$ cat config.mk
export PLATFORM = sky130hd
export DESIGN_NAME = line_buffer_controller
export DESIGN_NICKNAME = d
export VERILOG_FILES = /design/src/rtl/line_buffer_controller.sv
export SDC_FILE = /design/constraint.sdc
export NUM_CORES = 1
export LEC_CHECK = 0
export CORE_UTILIZATION = 50
export CTS_BUF_LIST = sky130_fd_sc_hd__clkbuf_2
export DETAILED_ROUTE_END_ITERATION = 7
export HOLD_SLACK_MARGIN = 0.08
export PLACE_DENSITY = 0.91
export SLEW_MARGIN = 15
export SYNTH_ARGS = -nofsm -noshare
export SYNTH_HDL_FRONTEND = slang
export SYNTH_SLANG_ARGS = --single-unit
$ cat constraint.sdc
create_clock -name Clock -period 2.3 [get_ports Clock]
set_input_delay 0.46 -clock Clock [delete_from_list [all_inputs] [get_ports Clock]]
set_output_delay 0.46 -clock Clock [all_outputs]
set_load 0.02 [all_outputs]
$ cat src/rtl/line_buffer_controller.sv
// Line buffer write controller: counts pixels of a frame and emits write strobes/addresses for an (n-1)-line buffer.
// Write outputs are registered one cycle after acceptance; PixelReady is low outside FILL/STREAM, stalling upstream.
module line_buffer_controller #(
    parameter int AddrWidth   = 3,
    parameter int ImageWidth  = 7,
    parameter int ImageHeight = 5,
    parameter int RowWidth    = 3,
    parameter int WindowSize  = 3
) (
    input  logic                 Clock,
    input  logic                 Reset,
    input  logic                 Start,
    input  logic                 PixelValid,
    input  logic                 PixelData,
    output logic                 PixelReady,
    output logic                 WriteEnable,
    output logic [AddrWidth-1:0] Addr,
    output logic                 Data,
    output logic [AddrWidth-1:0] Column,
    output logic [RowWidth-1:0]  Row,
    output logic                 WindowValid,
    output logic                 FrameDone,
    output logic                 Busy
);

    typedef enum logic [1:0] {
        S_IDLE   = 2'd0,
        S_FILL   = 2'd1,
        S_STREAM = 2'd2,
        S_DONE   = 2'd3
    } state_t;

    localparam logic [AddrWidth-1:0] LastCol     = AddrWidth'(ImageWidth - 1);
    localparam logic [RowWidth-1:0]  LastRow     = RowWidth'(ImageHeight - 1);
    localparam logic [RowWidth-1:0]  LastFillRow = RowWidth'(WindowSize - 2);
    localparam logic [RowWidth-1:0]  WinRow      = RowWidth'(WindowSize - 1);
    localparam logic [AddrWidth-1:0] WinCol      = AddrWidth'(WindowSize - 1);

    state_t                r_state;
    state_t                w_state_nxt;
    logic [AddrWidth-1:0]  r_col;
    logic [AddrWidth-1:0]  w_col_nxt;
    logic [RowWidth-1:0]   r_row;
    logic [RowWidth-1:0]   w_row_nxt;

    logic                  r_we;
    logic [AddrWidth-1:0]  r_addr;
    logic                  r_data;
    logic [RowWidth-1:0]   r_wr_row;
    logic                  r_win_vld;
    logic                  r_frame_done;

    logic                  w_ready;
    logic                  w_accept;
    logic                  w_col_end;
    logic                  w_last;
    logic                  w_fill_end;
    logic                  w_in_window;

    assign w_ready     = (r_state == S_FILL) || (r_state == S_STREAM);
    assign w_accept    = PixelValid && w_ready;
    assign w_col_end   = (r_col == LastCol);
    assign w_last      = w_col_end && (r_row == LastRow);
    assign w_fill_end  = w_col_end && (r_row == LastFillRow);
    assign w_in_window = (r_row >= WinRow) && (r_col >= WinCol);

    always_comb begin
        w_state_nxt = r_state;
        case (r_state)
            S_IDLE:   if (Start) w_state_nxt = S_FILL;
            // A frame no taller than the fill region can finish straight from FILL.
            S_FILL: begin
                if (w_accept && w_last)          w_state_nxt = S_DONE;
                else if (w_accept && w_fill_end) w_state_nxt = S_STREAM;
            end
            S_STREAM: if (w_accept && w_last) w_state_nxt = S_DONE;
            S_DONE:   w_state_nxt = S_IDLE;
            default:  w_state_nxt = S_IDLE;
        endcase
    end

    always_comb begin
        w_col_nxt = r_col;
        w_row_nxt = r_row;
        if (r_state == S_IDLE) begin
            w_col_nxt = '0;
            w_row_nxt = '0;
        end else if (w_accept) begin
            if (w_col_end) begin
                w_col_nxt = '0;
                // Wrap the row on the final pixel instead of counting past the frame.
                w_row_nxt = w_last ? '0 : r_row + 1'b1;
            end else begin
                w_col_nxt = r_col + 1'b1;
            end
        end
    end

    always_ff @(posedge Clock) begin
        if (Reset) begin
            r_state      <= S_IDLE;
            r_col        <= '0;
            r_row        <= '0;
            r_we         <= 1'b0;
            r_addr       <= '0;
            r_data       <= 1'b0;
            r_wr_row     <= '0;
            r_win_vld    <= 1'b0;
            r_frame_done <= 1'b0;
        end else begin
            r_state      <= w_state_nxt;
            r_col        <= w_col_nxt;
            r_row        <= w_row_nxt;
            r_we         <= w_accept;
            r_win_vld    <= w_accept && w_in_window;
            r_frame_done <= w_accept && w_last;
            if (w_accept) begin
                r_addr   <= r_col;
                r_data   <= PixelData;
                r_wr_row <= r_row;
            end
        end
    end

    assign PixelReady  = w_ready;
    assign WriteEnable = r_we;
    assign Addr        = r_addr;
    assign Column      = r_addr;
    assign Data        = r_data;
    assign Row         = r_wr_row;
    assign WindowValid = r_win_vld;
    assign FrameDone   = r_frame_done;
    assign Busy        = (r_state != S_IDLE);

endmodule

# After elaboration in Yosys (flattened, before gate mapping)
# Index checks and enable logic that the tools add are counted.
[totals]
inputBits = 5
regBits = 18
memories = 0
latch_bits = 0
output_inout_bits = 15
rom_bits = 0
ramBits = 0
elab_cells = 42
[classes]
shifts = 0
n_lt_le_gt_ge = 2
n_reduce_logical = 13
div_mod_pow = 0
muxes = 7
addsub = 2
n_bitwise = 0
mul = 0
n_eq_ne = 9
[op_table]
columns = ["op", "count"]
rows = [
  ["$mux 2", 4],
  ["$pmux 2 s4", 1],
  ["$logic_and 1x1->1", 7],
  ["$add 3x1->3 const B", 2],
  ["$eq 3x3->1 const B", 2],
  ["$ge 3x2->1 const B", 2],
  ["$mux 3", 2],
  ["$eq 2x2->1 const B", 2],
  ["$eq 3x1->1 const B", 1],
  ["$ne 3x1->1 const B", 1],
  ["$reduce_and 3->1", 1],
  ["$eq 2x1->1 const B", 1],
  ["$logic_not 2->1", 1],
  ["$ne 2x1->1 const B", 1],
  ["$ne 2x2->1 const B", 1],
  ["$reduce_and 2->1", 1],
  ["$reduce_bool 2->1", 1],
  ["$reduce_or 2->1", 1],
  ["$logic_or 1x1->1", 1],
]

# Logic depth before layout (Yosys ltp)
[logic_depth]
ltp_word = 7
ltp_mapped = 7
ltp_nobuf = 6

# Worst setup path after synthesis
# No wires, ideal clock.
[synth_timing]
kind = "register to register"
start = "register r_state[0]"
end = "register r_state[0]"
setup_slack_ns = 0.366
required_ns = 2.214
arrival_time_ns = 1.848
setup_time_ns = 0.086
n_path_buf = 0
period_less_slack_ns = 1.934
stages_incl_launch_ff = 7
cell_sequence = "dfxtp_1 -> inv_1 -> ha_1 -> nand4_2 -> or3_4 -> o2bb2ai_1 -> a221oi_2"
[synth_via]
elab_chain_len = 6
elab_cells_between_ends = 14
cone_classes = "eq/ne (6); mux (2); reduce/logical (6)"
[synth_lines]
columns = ["item", "line", "text"]
rows = [
  ["start: declaration", "39", "state_t r_state;"],
  ["start signal: assignment", "111", "r_state <= w_state_nxt;"],
  ["$eq 2x1->1 or $eq 2x2->1 (tied branches)", "60", "assign w_ready = (r_state == S_FILL) || (r_state == S_STREAM);"],
  ["$logic_or 1x1->1 (*)", "60", ""],
  ["net PixelReady", "15", "output logic PixelReady,"],
  ["$logic_and 1x1->1 (*)", "61", "assign w_accept = PixelValid && w_ready;"],
  ["$logic_and 1x1->1, on equally long branches", "73, 76, 74", ""],
  ["$mux 2, or another cell as far along", "73", "if (w_accept && w_last) w_state_nxt = S_DONE;"],
  ["$pmux 2 s4 or $reduce_and 3->1 (tied branches)", "-", ""],
]
# Mark *: on every way through the listed nets, which the timed path passes. The rest lies on a longest branch.
# A chain may end at the register's enable or synchronous reset.

# Final worst setup path
[layout_timing]
start = "register r_state[0]"
end = "output Busy"
[layout_via]
elab_chain_len = 1
[layout_lines]
columns = ["item", "line", "text"]
rows = [
  ["$reduce_bool 2->1", "133", "assign Busy = (r_state != S_IDLE);"],
  ["end: declaration", "23", "output logic Busy"],
]
# Every way passes these cells.

==> metrics.txt <==
non-filler cells, final=136; Final min period=2.12 ns; via count of the first global-routing pass=~740; Synth Net Count=approximately 120; vias per cell=approximately 5.7; DP HPWL=about 1500 um; Clock Tree Buf Depth=2; CTS clock-pin slew for the worst setup and hold paths=approximately 0.18 ns; Netlist cell types=27; Max rail drop VDD=~540 uV; First-pass DRT Iterations=6; Antenna Cells=0; Placer Congestion=0.896; CTS Root Cell=clkbuf_2; most used cell, CP=inv_1; Critical Path AT=between 1.5 and 2 ns; failing checks=design-rule violations; initial antenna violation count=0; placed cell area=0.00105 mm2; Yosys top cell by area=dfxtp_1; core area=between 0.0015 and 0.002 mm2; die area=about 0.0019 mm2; Critical Path Fanout Max=4; Synth Warn #=0; Mapped Avg Cell Area=around 8.4 um2; Max-slew headroom=between 70% and 80%; Top FF cell, synth=dfxtp_1; RSZ-0062 raised after global routing=false; CP startpoint=r_state[0]; # setup viols final=0; slowest library cell on the worst path=clkdlybuf4s50_1; initial DRC count=29; share of cells above drive strength 1=a little under a tenth; Initial Util=about 56%; fill cell count=between 100 and 150; clock latency on the worst-skew pair=~0.31 ns; wire per inst=around 14 um; setup bufs post-CTS=0; final global-route overflow total=0; final cycle utilization of the critical path=between 90% and 100%; total number of vias=769; gr usage total=approximately 23%; critical path class=register to output port; clk sinks=18; CP cell instances=inv_1 > ha_1 > inv_1 > clkdlybuf4s50_1; Largest stage delay, worst path=approximately 0.60 ns; Worst path depth=4; pwr/cell area=roughly 840 mW/mm2; Routed WL=roughly 1900 um; Row Count=14; number of H-tree levels=1; Final #Nets=133; final instance area=between 0.001 and 0.0015 mm2; synthesized area=~870 um2; max-cap viol count=0; synth cell count leaders=dfxtp_1 (18), nand2_1 (18), a21oi_1 (13); first-pass GRT wire length=3130 um; HP Start=Row[2]; Buffers on Ports=19; top cell type's share of synthesized area=approximately two fifths; Min-Delay Path Class=register to register; Area contributors post-synth=dfxtp_1 (41%), ha_1 (10%), nand2_1 (7.8%); CP delay by family, top=buffers and inverters; Die Ht=~44 um; post-route clock skew=about 0.02 ns; fmax=approximately 470 MHz; CP bufs+invs=3; antenna-violating nets left=0; R2R cell count=6; CTS tree=built; Hold WS=between 0.4 and 0.5 ns; ys async rst share=0%; status=complete, but fails checks; io pins=20; final core utilization=68.5%; Lkg Pwr=0.000386 uW; clock buffer count from CTS=3; Slew @ Worst Pin=0.380 ns; Hold Violations, Final=0; Synth Register Bits=18; Req. time, crit path=around 1.8 ns; CP startpoint kind=register; Slew Viols, Final=0; Syn-to-layout area delta=22.9%; EDFF count, synth=0; Die Wd=43.7 um; Remaining DRCs=2; setup TNS=0 ns; largest net degree at the start of global routing=13; Seq/Total Area, Yosys=41.4%; Syn Inst Count=roughly 100; reg2reg start=r_state[0]; placed insts=about 130; Setup crit end kind=output port; Hold Path Depth=2
-- worst paths after layout --
path                                   end  slack [ns]
worst max-delay path                  Busy        0.18
worst min register to register      Row[2]        0.47
worst max register to register  r_state[0]        0.31
worst min-delay path                Row[2]        0.47
-- per-layer routing --
metal,track usage (%),vias up,wire length (um)
met2,40.6,20,1050
met4,12.5,0,37
met3,4.58,5,69
met1,24.3,368,784
li1,-,376,-
met5,0,-,0
-- worst reg2reg max path, stage by stage (launching register included) --
cell       delay, ns
dfxtp_2         0.38
inv_1           0.08
ha_1            0.39
nand4_2         0.18
or3_4           0.39
o2bb2ai_1       0.19
a221oi_2        0.30
-- cell families (layout without fill, tap and decap cells) --
logic type | Yosys count | after routing | share of synthesized area [%]
flops | 18 | 18 | 41.4
simple gates | 41 | 41 | 22.7
mux | 1 | 1 | 1.15
buf+inv | 13 | 30 | 7.34
compound gates | 23 | 23 | 17.3
fa+ha+maj | 7 | 7 | 10.1
-- flip-flops by register name (all words and copies together), names as in the netlist --
signal	flops
r_col	3
Addr	3
WriteEnable	1
Row	3
WindowValid	1
r_row	3
Data	1
r_state	2
FrameDone	1
-- timing repair --
action	4_1_cts	5_1_grt
hold buffers	0	0
hold endpoints to repair	0	0
gates resized for setup	1	1
setup endpoints to repair	1	1
-- power by group --
group,switching (uW),internal (uW),total (uW)
Clock,97.0,37.8,135
Sequential,24.1,340,364
Combinational,238,162,400
Total,359,540,899
-- cell usage in the layout (no fill, tap or decap) --
cell type	instances
mux2i_1	1
o221a_1	1
nor2_1	11
nand3_1	2
inv_1	5
or2_2	1
clkdlybuf4s50_1	18
ha_1	7
o2bb2ai_1	1
and2_1	1
and4b_1	1
o21ai_0	3
buf_4	2
clkbuf_2	3
a211oi_1	2
clkinv_1	1
a21oi_1	13
nor3_1	1
a221oi_2	1
or3_4	1
nand2b_1	2
nand2_1	18
dfxtp_1	17
nand4_2	1
o31ai_1	1
dfxtp_2	1
a31oi_2	1
dlygate4sd2_1	1
nand3b_1	1
nor3b_1	1
-- layout make-up --
class / instances / area (um2) / area share, %
Clock inverter: 1 / 3.75 / 0.351
Timing Repair Buffer: 21 / 204 / 19.1
Multi-Input combinational cell: 72 / 445 / 41.7
Clock buffer: 3 / 15.0 / 1.41
Tap cell: 16 / 20.0 / 1.87
Inverter: 5 / 18.8 / 1.76
Sequential cell: 18 / 362 / 33.8
-- metrics by stage --
| step | power [uW] | worst slack (ns) |
|---|---|---|
| detailed placement | 777 | 0.147 |
| global route | 964 | 0.0447 |
| finish | 899 | 0.184 |
| global placement | 755 | 0.249 |
| floorplan | 647 | 0.366 |
| CTS | 898 | 0.123 |
Power figures use the tool's default switching activity.
